`config.mk`:
```
export PLATFORM = sky130hd
export DESIGN_NAME = aes_block_loader
export DESIGN_NICKNAME = d
export VERILOG_FILES = /design/src/rtl/aes_pkg.sv /design/src/rtl/aes_valid_delay.sv /design/src/rtl/aes_block_loader.sv
export SDC_FILE = /design/constraint.sdc
export NUM_CORES = 1
export LEC_CHECK = 0
export CORE_MARGIN = 2
export CORE_UTILIZATION = 45
export DETAILED_ROUTE_END_ITERATION = 12
export GPL_ROUTABILITY_DRIVEN = 0
export GPL_TIMING_DRIVEN = 0
export MAX_ROUTING_LAYER = met4
export PLACE_DENSITY = 0.78
export SYNTH_ARGS = -nofsm -noshare
export SYNTH_HDL_FRONTEND = slang
export SYNTH_SLANG_ARGS = --single-unit
```
`constraint.sdc`:
```
create_clock -name clk -period 2.2 [get_ports clk]
set_clock_uncertainty 0.15 [all_clocks]
set_input_delay 0.44 -clock clk [delete_from_list [all_inputs] [get_ports clk]]
set_output_delay 0.44 -clock clk [all_outputs]
set_load 0.03 [all_outputs]
```
`src/rtl/aes_pkg.sv`:
```
// rtl/aes_pkg.sv - shared widths, types and block-assembly helpers for the AES feeder
package aes_pkg;

    localparam int AES_BLK_W     = 128;
    localparam int AES_WORD_W    = 32;
    localparam int WORDS_PER_BLK = 4;
    localparam int AES_PIPE_LAT  = 10;

    typedef logic [AES_BLK_W-1:0]  aes_block_t;
    typedef logic [AES_BLK_W-1:0]  aes_key_t;
    typedef logic [AES_WORD_W-1:0] aes_word_t;

    // Slot 0 is the most significant word of the block.
    function automatic aes_block_t put_word(input aes_block_t blk, input logic [1:0] slot,
                                            input aes_word_t w);
        aes_block_t r;
        r = blk;
        case (slot)
            2'd0: r[127:96] = w;
            2'd1: r[95:64]  = w;
            2'd2: r[63:32]  = w;
            2'd3: r[31:0]   = w;
        endcase
        return r;
    endfunction

    // Clears every slot after 'slot', used when a short block is padded out.
    function automatic aes_block_t zero_after(input aes_block_t blk, input logic [1:0] slot);
        aes_block_t r;
        r = blk;
        case (slot)
            2'd0: r[95:0] = '0;
            2'd1: r[63:0] = '0;
            2'd2: r[31:0] = '0;
            2'd3: r = blk;
        endcase
        return r;
    endfunction

endpackage

```
`src/rtl/aes_valid_delay.sv`:
```
// rtl/aes_valid_delay.sv - DEPTH-stage {valid,tag} shift register tracking blocks through the core
//
// Ports:
//   clk, rst_n          clock, asynchronous active-low reset
//   in_valid, in_tag    block entering the core this cycle and its tag
//   out_valid, out_tag  block whose result leaves the core this cycle (tag is 0 when not valid)
//   any_valid           at least one tracked block is in flight
module aes_valid_delay #(
    parameter int DEPTH = 10,
    parameter int TAG_W = 4
) (
    input  logic             clk,
    input  logic             rst_n,
    input  logic             in_valid,
    input  logic [TAG_W-1:0] in_tag,
    output logic             out_valid,
    output logic [TAG_W-1:0] out_tag,
    output logic             any_valid
);

    logic [DEPTH-1:0]            vld;
    logic [DEPTH-1:0][TAG_W-1:0] tag;

    always_ff @(posedge clk or negedge rst_n) begin
        if (!rst_n) begin
            vld <= '0;
            tag <= '0;
        end else begin
            vld[0] <= in_valid;
            // Tags of empty slots are forced to zero so out_tag never shows stale data.
            tag[0] <= in_valid ? in_tag : '0;
            for (int i = 1; i < DEPTH; i++) begin
                vld[i] <= vld[i-1];
                tag[i] <= tag[i-1];
            end
        end
    end

    assign out_valid = vld[DEPTH-1];
    assign out_tag   = tag[DEPTH-1];
    assign any_valid = |vld;

endmodule

```
`src/rtl/aes_block_loader.sv`:
```
// rtl/aes_block_loader.sv - assembles 32-bit plaintext words into AES-128 blocks and tracks results
//
// Optional feature macro: AES_LOADER_PAD_EN (adds word_last, zero-pads short blocks).
//
// Ports:
//   clk, reset              clock, asynchronous active-low reset
//   key_in, key_we          cipher key and single-cycle write strobe
//   word_in, word_valid     plaintext word stream, first word lands in [127:96]
//   word_last               (AES_LOADER_PAD_EN only) final word of a short block
//   word_ready              word accepted this cycle when word_valid is high
//   flush                   drop any partially assembled block
//   data_out, key_out       block and key to the core, qualified by issue
//   issue                   data_out/key_out carry a real block this cycle
//   res_valid, res_tag      core output carries a real ciphertext, and its tag
//   busy                    partial block held or any block in flight
module aes_block_loader
    import aes_pkg::*;
#(
    parameter int PIPE_LAT = AES_PIPE_LAT,
    parameter int TAG_W    = 4
) (
    input  logic             clk,
    input  logic             reset,
    input  logic [127:0]     key_in,
    input  logic             key_we,
    input  logic [31:0]      word_in,
    input  logic             word_valid,
`ifdef AES_LOADER_PAD_EN
    input  logic             word_last,
`endif
    output logic             word_ready,
    input  logic             flush,
    output logic [127:0]     data_out,
    output logic [127:0]     key_out,
    output logic             issue,
    output logic             res_valid,
    output logic [TAG_W-1:0] res_tag,
    output logic             busy
);

    logic [1:0]       wcnt;
    aes_block_t       asm_q;
    aes_block_t       asm_next;
    aes_key_t         key_act;
    aes_key_t         key_shadow;
    logic             pending;
    logic             flush_q;
    logic [TAG_W-1:0] tag_cnt;
    logic [TAG_W-1:0] issue_tag;
    logic             last_w;
    logic             xfer;
    logic             blk_done;
    logic             key_direct;
    logic             any_inflight;

`ifdef AES_LOADER_PAD_EN
    assign last_w = word_last;
`else
    assign last_w = 1'b0;
`endif

    // The only stall is the cycle following a flush; a word offered together
    // with flush is discarded regardless.
    assign word_ready = ~flush_q;
    assign xfer       = word_valid & word_ready & ~flush;
    assign blk_done   = xfer & ((wcnt == 2'd3) | last_w);
    // Between blocks a key write takes effect directly; mid-block it is deferred.
    assign key_direct = key_we & (wcnt == 2'd0) & ~xfer;

    always_comb begin
        asm_next = put_word(asm_q, wcnt, word_in);
        if (last_w) begin
            asm_next = zero_after(asm_next, wcnt);
        end
    end

    always_ff @(posedge clk or negedge reset) begin
        if (!reset) begin
            wcnt       <= '0;
            asm_q      <= '0;
            key_act    <= '0;
            key_shadow <= '0;
            pending    <= 1'b0;
            flush_q    <= 1'b0;
            tag_cnt    <= '0;
            issue_tag  <= '0;
            issue      <= 1'b0;
            data_out   <= '0;
            key_out    <= '0;
        end else begin
            flush_q <= flush;
            issue   <= 1'b0;

            if (flush) begin
                wcnt  <= '0;
                asm_q <= '0;
            end else if (xfer) begin
                asm_q <= asm_next;
                wcnt  <= blk_done ? 2'd0 : wcnt + 2'd1;
            end

            if (blk_done) begin
                issue     <= 1'b1;
                data_out  <= asm_next;
                key_out   <= key_act;
                issue_tag <= tag_cnt;
                tag_cnt   <= tag_cnt + 1'b1;
            end

            // The deferred key is swapped in during the issue cycle, after the
            // issued block has already latched the previous key. A key write in
            // that same cycle is newer and therefore wins.
            if (key_direct) begin
                key_act <= key_in;
                pending <= 1'b0;
            end else begin
                if (issue && pending) begin
                    key_act <= key_shadow;
                    pending <= 1'b0;
                end
                if (key_we) begin
                    key_shadow <= key_in;
                    pending    <= 1'b1;
                end
            end
        end
    end

    aes_valid_delay #(
        .DEPTH (PIPE_LAT),
        .TAG_W (TAG_W)
    ) u_delay (
        .clk       (clk),
        .rst_n     (reset),
        .in_valid  (issue),
        .in_tag    (issue_tag),
        .out_valid (res_valid),
        .out_tag   (res_tag),
        .any_valid (any_inflight)
    );

    assign busy = (wcnt != 2'd0) | any_inflight;

endmodule

```
==> impl_metrics.json <==
{
  "run_status": "finished, violations left",
  "violations": "hold timing, setup timing",
  "detailed_route_iter0_violations": 701,
  "worst_path_largest_cell_delay_ns": 0.39,
  "clock-sinks": 671,
  "timing.hold.ws_ns": -0.281,
  "cts_tree": "built",
  "worst-r2r-setup-slack_ns": -0.10,
  "netlist_area_sq_um": 26900,
  "crit_buf_inv": 4,
  "placeableCoreArea_sq_um": 59000,
  "synth.yosys.seq_area_share_pct": 62.4,
  "routedWlPerCell_um": 22.0,
  "routed_wirelength_um": 69000,
  "worst_skew_pair.late_latency_ns": 0.61,
  "power-per-cell-area_nw_per_um2": 877,
  "path_delay_family": "buffers and inverters",
  "slowest_stage": "sky130_fd_sc_hd__dfrtp_1",
  "grtUsageTotal_pct": 22.8,
  "grt_antenna_before_repair": 16,
  "clock_tree.root_cell": "sky130_fd_sc_hd__clkbuf_16",
  "mostFrequentLayoutCells": "sky130_fd_sc_hd__dfrtp_1, sky130_fd_sc_hd__mux2_2, sky130_fd_sc_hd__dlygate4sd2_1",
  "clk_transition_reported_paths_ns": 0.06,
  "globalRoute.totalOverflow": 0,
  "slew_headroom_pct": 45.1,
  "tritoncts.num_buffers": 70,
  "num_rows": 89,
  "die_width_um": 248,
  "placed_cells_incl_taps": 2983,
  "synthDistinctLibCells": 29,
  "critical_path_arrival_ns": 1.80,
  "route.antenna.remaining_nets": 0,
  "place.port_buffers": 396,
  "mostFrequentLayoutCell": "sky130_fd_sc_hd__dfrtp_1",
  "yosys_warnings": 0,
  "ir_worst_vdd_v": 0.000670,
  "final.fill_count": 4614,
  "cts_max_level": 3,
  "synth_seq_cells": 671,
  "worstPathCellList": "inv_2 > ha_4 > buf_6 > inv_2 > nor4_2 > nand3_1 > buf_6",
  "finalHoldViolations": 100,
  "grt_setup_unrepaired": "true",
  "die_area_sq_um": 61700,
  "grt_start_max_net_pins": 122,
  "ctsLongestPathBuffers": 3,
  "synth_top_cell_area_share_pct": 62.4,
  "max_cap_violations": 0,
  "route.vias.total": 16600,
  "detail_route.vias_per_cell": 5.30,
  "io_pins": 429,
  "place_hpwl_um": 47400,
  "start_util_pct": 45.6,
  "post-route-min-period_ns": 2.39,
  "remaining_drc_errors": 0,
  "fin_crit_sh_pct": 109,
  "synth_top_area_cell": "sky130_fd_sc_hd__dfrtp_1",
  "critical_path_class": "reg2out",
  "area_growth_syn_to_layout_pct": 28.5,
  "synth_area_leaders": "sky130_fd_sc_hd__dfrtp_1, sky130_fd_sc_hd__mux2_2, sky130_fd_sc_hd__mux2i_1",
  "setup.worst_path.end_class": "primary output",
  "wire_length_of_the_first_global_routing_pass_um": 107000,
  "worstHoldPathType": "in2async",
  "avgSynthCellArea_sq_um": 14.9,
  "static-leakage-power_nw": 17.1,
  "fmax_mhz": 419,
  "worstPathMaxFanout": 2,
  "slew_viol_final": 0,
  "fin_nets": 2464,
  "crit_path_start_kind": "flop",
  "syn_nets": 1978,
  "vias_in_the_first_global_route": 17900,
  "finalSetupViolCount": 101,
  "instances_no_fill": 3137,
  "critPathRequiredTime_ns": 1.61,
  "die_y_um": 248,
  "worst_case_setup_margin_in_the_final_layout_ns": -0.188,
  "detailedRoute.firstPassIterationCount": 5,
  "synth_cells": 1808,
  "worst-slew-pin-transition_ns": 0.824,
  "pre_cts_ws_ns": -0.536,
  "post_route_cells_drive_above_1_share_pct": 34.6
}
-- final cells by class --
| class | instances | area (sq um) | share of cell area (%) |
|---|---|---|---|
| Antenna cell | 17 | 42.5 | 0.123 |
| Clock inverter | 29 | 367 | 1.06 |
| Sequential cell | 671 | 16800 | 48.6 |
| Multi-Input combinational cell | 978 | 9200 | 26.6 |
| Buffer | 154 | 1200 | 3.47 |
| Clock buffer | 96 | 2010 | 5.82 |
| Timing Repair Buffer | 414 | 3980 | 11.5 |
| Inverter | 5 | 18.8 | 0.0543 |
| Tap cell | 773 | 967 | 2.80 |
-- power by group --
group | switching [W] | total [W] | internal, W
Clock | 0.00497 | 0.0121 | 0.00716
Combinational | 0.00183 | 0.00384 | 0.00201
Sequential | 0.000668 | 0.0143 | 0.0137
-- metal layers --
layer	vias to the layer above	wire, um	global-route usage (%)
met5	-	0	-
met1	8606	28100	27.4
li1	7385	-	-
met4	0	2010	7.12
met3	121	4930	6.83
met2	514	34000	37.1
-- cell families after synthesis --
logic type      after synthesis  share of synthesized area, %
flops                       671                          62.4
xor+xnor                      3                        0.0977
compound gates              199                          5.04
buf+inv                     159                          3.66
fa+ha+maj                     5                         0.233
simple gates                124                          1.92
mux                         647                          26.6
-- state kept, by name, summed over array words and instances (netlist names), 2 cells and up --
signal	flops
key_shadow	128
wcnt	2
key_out	128
issue_tag	4
tag_cnt	4
data_out	128
key_act	128
u_delay.out_tag	4
u_delay.tag	36
u_delay.vld	10
asm_q	96
-- Yosys cell counts --
cell type and instances:
sky130_fd_sc_hd__and2_1 4, sky130_fd_sc_hd__mux2_2 538, sky130_fd_sc_hd__nor3b_2 1, sky130_fd_sc_hd__o21ai_1 1, sky130_fd_sc_hd__nor2b_1 1, sky130_fd_sc_hd__buf_1 38, sky130_fd_sc_hd__buf_4 32, sky130_fd_sc_hd__a21bo_2 2
sky130_fd_sc_hd__mux2i_1 98, sky130_fd_sc_hd__mux2_1 11, sky130_fd_sc_hd__ha_1 5, sky130_fd_sc_hd__nor4_1 2, sky130_fd_sc_hd__nand4_1 1, sky130_fd_sc_hd__nand2_1 4, sky130_fd_sc_hd__and2_0 2, sky130_fd_sc_hd__buf_6 28
sky130_fd_sc_hd__dfrtp_1 671, sky130_fd_sc_hd__nand3_1 4, sky130_fd_sc_hd__xor2_1 1, sky130_fd_sc_hd__nor3_1 1, sky130_fd_sc_hd__nor2_1 102, sky130_fd_sc_hd__buf_2 45, sky130_fd_sc_hd__a22o_1 93, sky130_fd_sc_hd__nand3b_1 1
sky130_fd_sc_hd__xnor2_1 2, sky130_fd_sc_hd__nor4bb_1 1, sky130_fd_sc_hd__inv_1 5, sky130_fd_sc_hd__clkbuf_1 11, sky130_fd_sc_hd__a21oi_1 103
-- what timing repair did --
| action | in CTS | in global routing |
|---|---|---|
| endpoints found under the setup margin | 571 | 439 |
| setup buffers | 6 | 2 |
| hold endpoints to repair | 100 | 100 |
| cloned | 1 | 3 |
| pin swaps | 3 | 2 |
| resized for setup | 325 | 59 |
-- worst paths after layout --
check,depth (start not counted),end,start
worst min-delay path,1,key_act[41],reset
worst min register to register,0,u_delay.out_tag[1],u_delay.tag[33]
min in group clk,3,asm_q[95],word_in[31]
worst max register to register,10,key_act[38],wcnt[0]
max in group asynchronous,3,key_out[122],reset
worst max-delay path,7,busy,wcnt[0]
-- stage by stage --
stage / setup TNS [ns] / total power, W / cell area (sq um) / utilization (%)
after detailed placement: -224.07 / 0.0185 / 32000 / 54.2
final: -7.61 / 0.0303 / 34600 / 58.6
after global routing: -15.89 / 0.0315 / 34600 / 58.6
after floorplan: 0 / 0.0168 / 26900 / -
after CTS: -10.70 / 0.0306 / 34300 / 58.0
after global placement: - / 0.0182 / 31800 / 53.9
(Power assumes the default switching activity.)
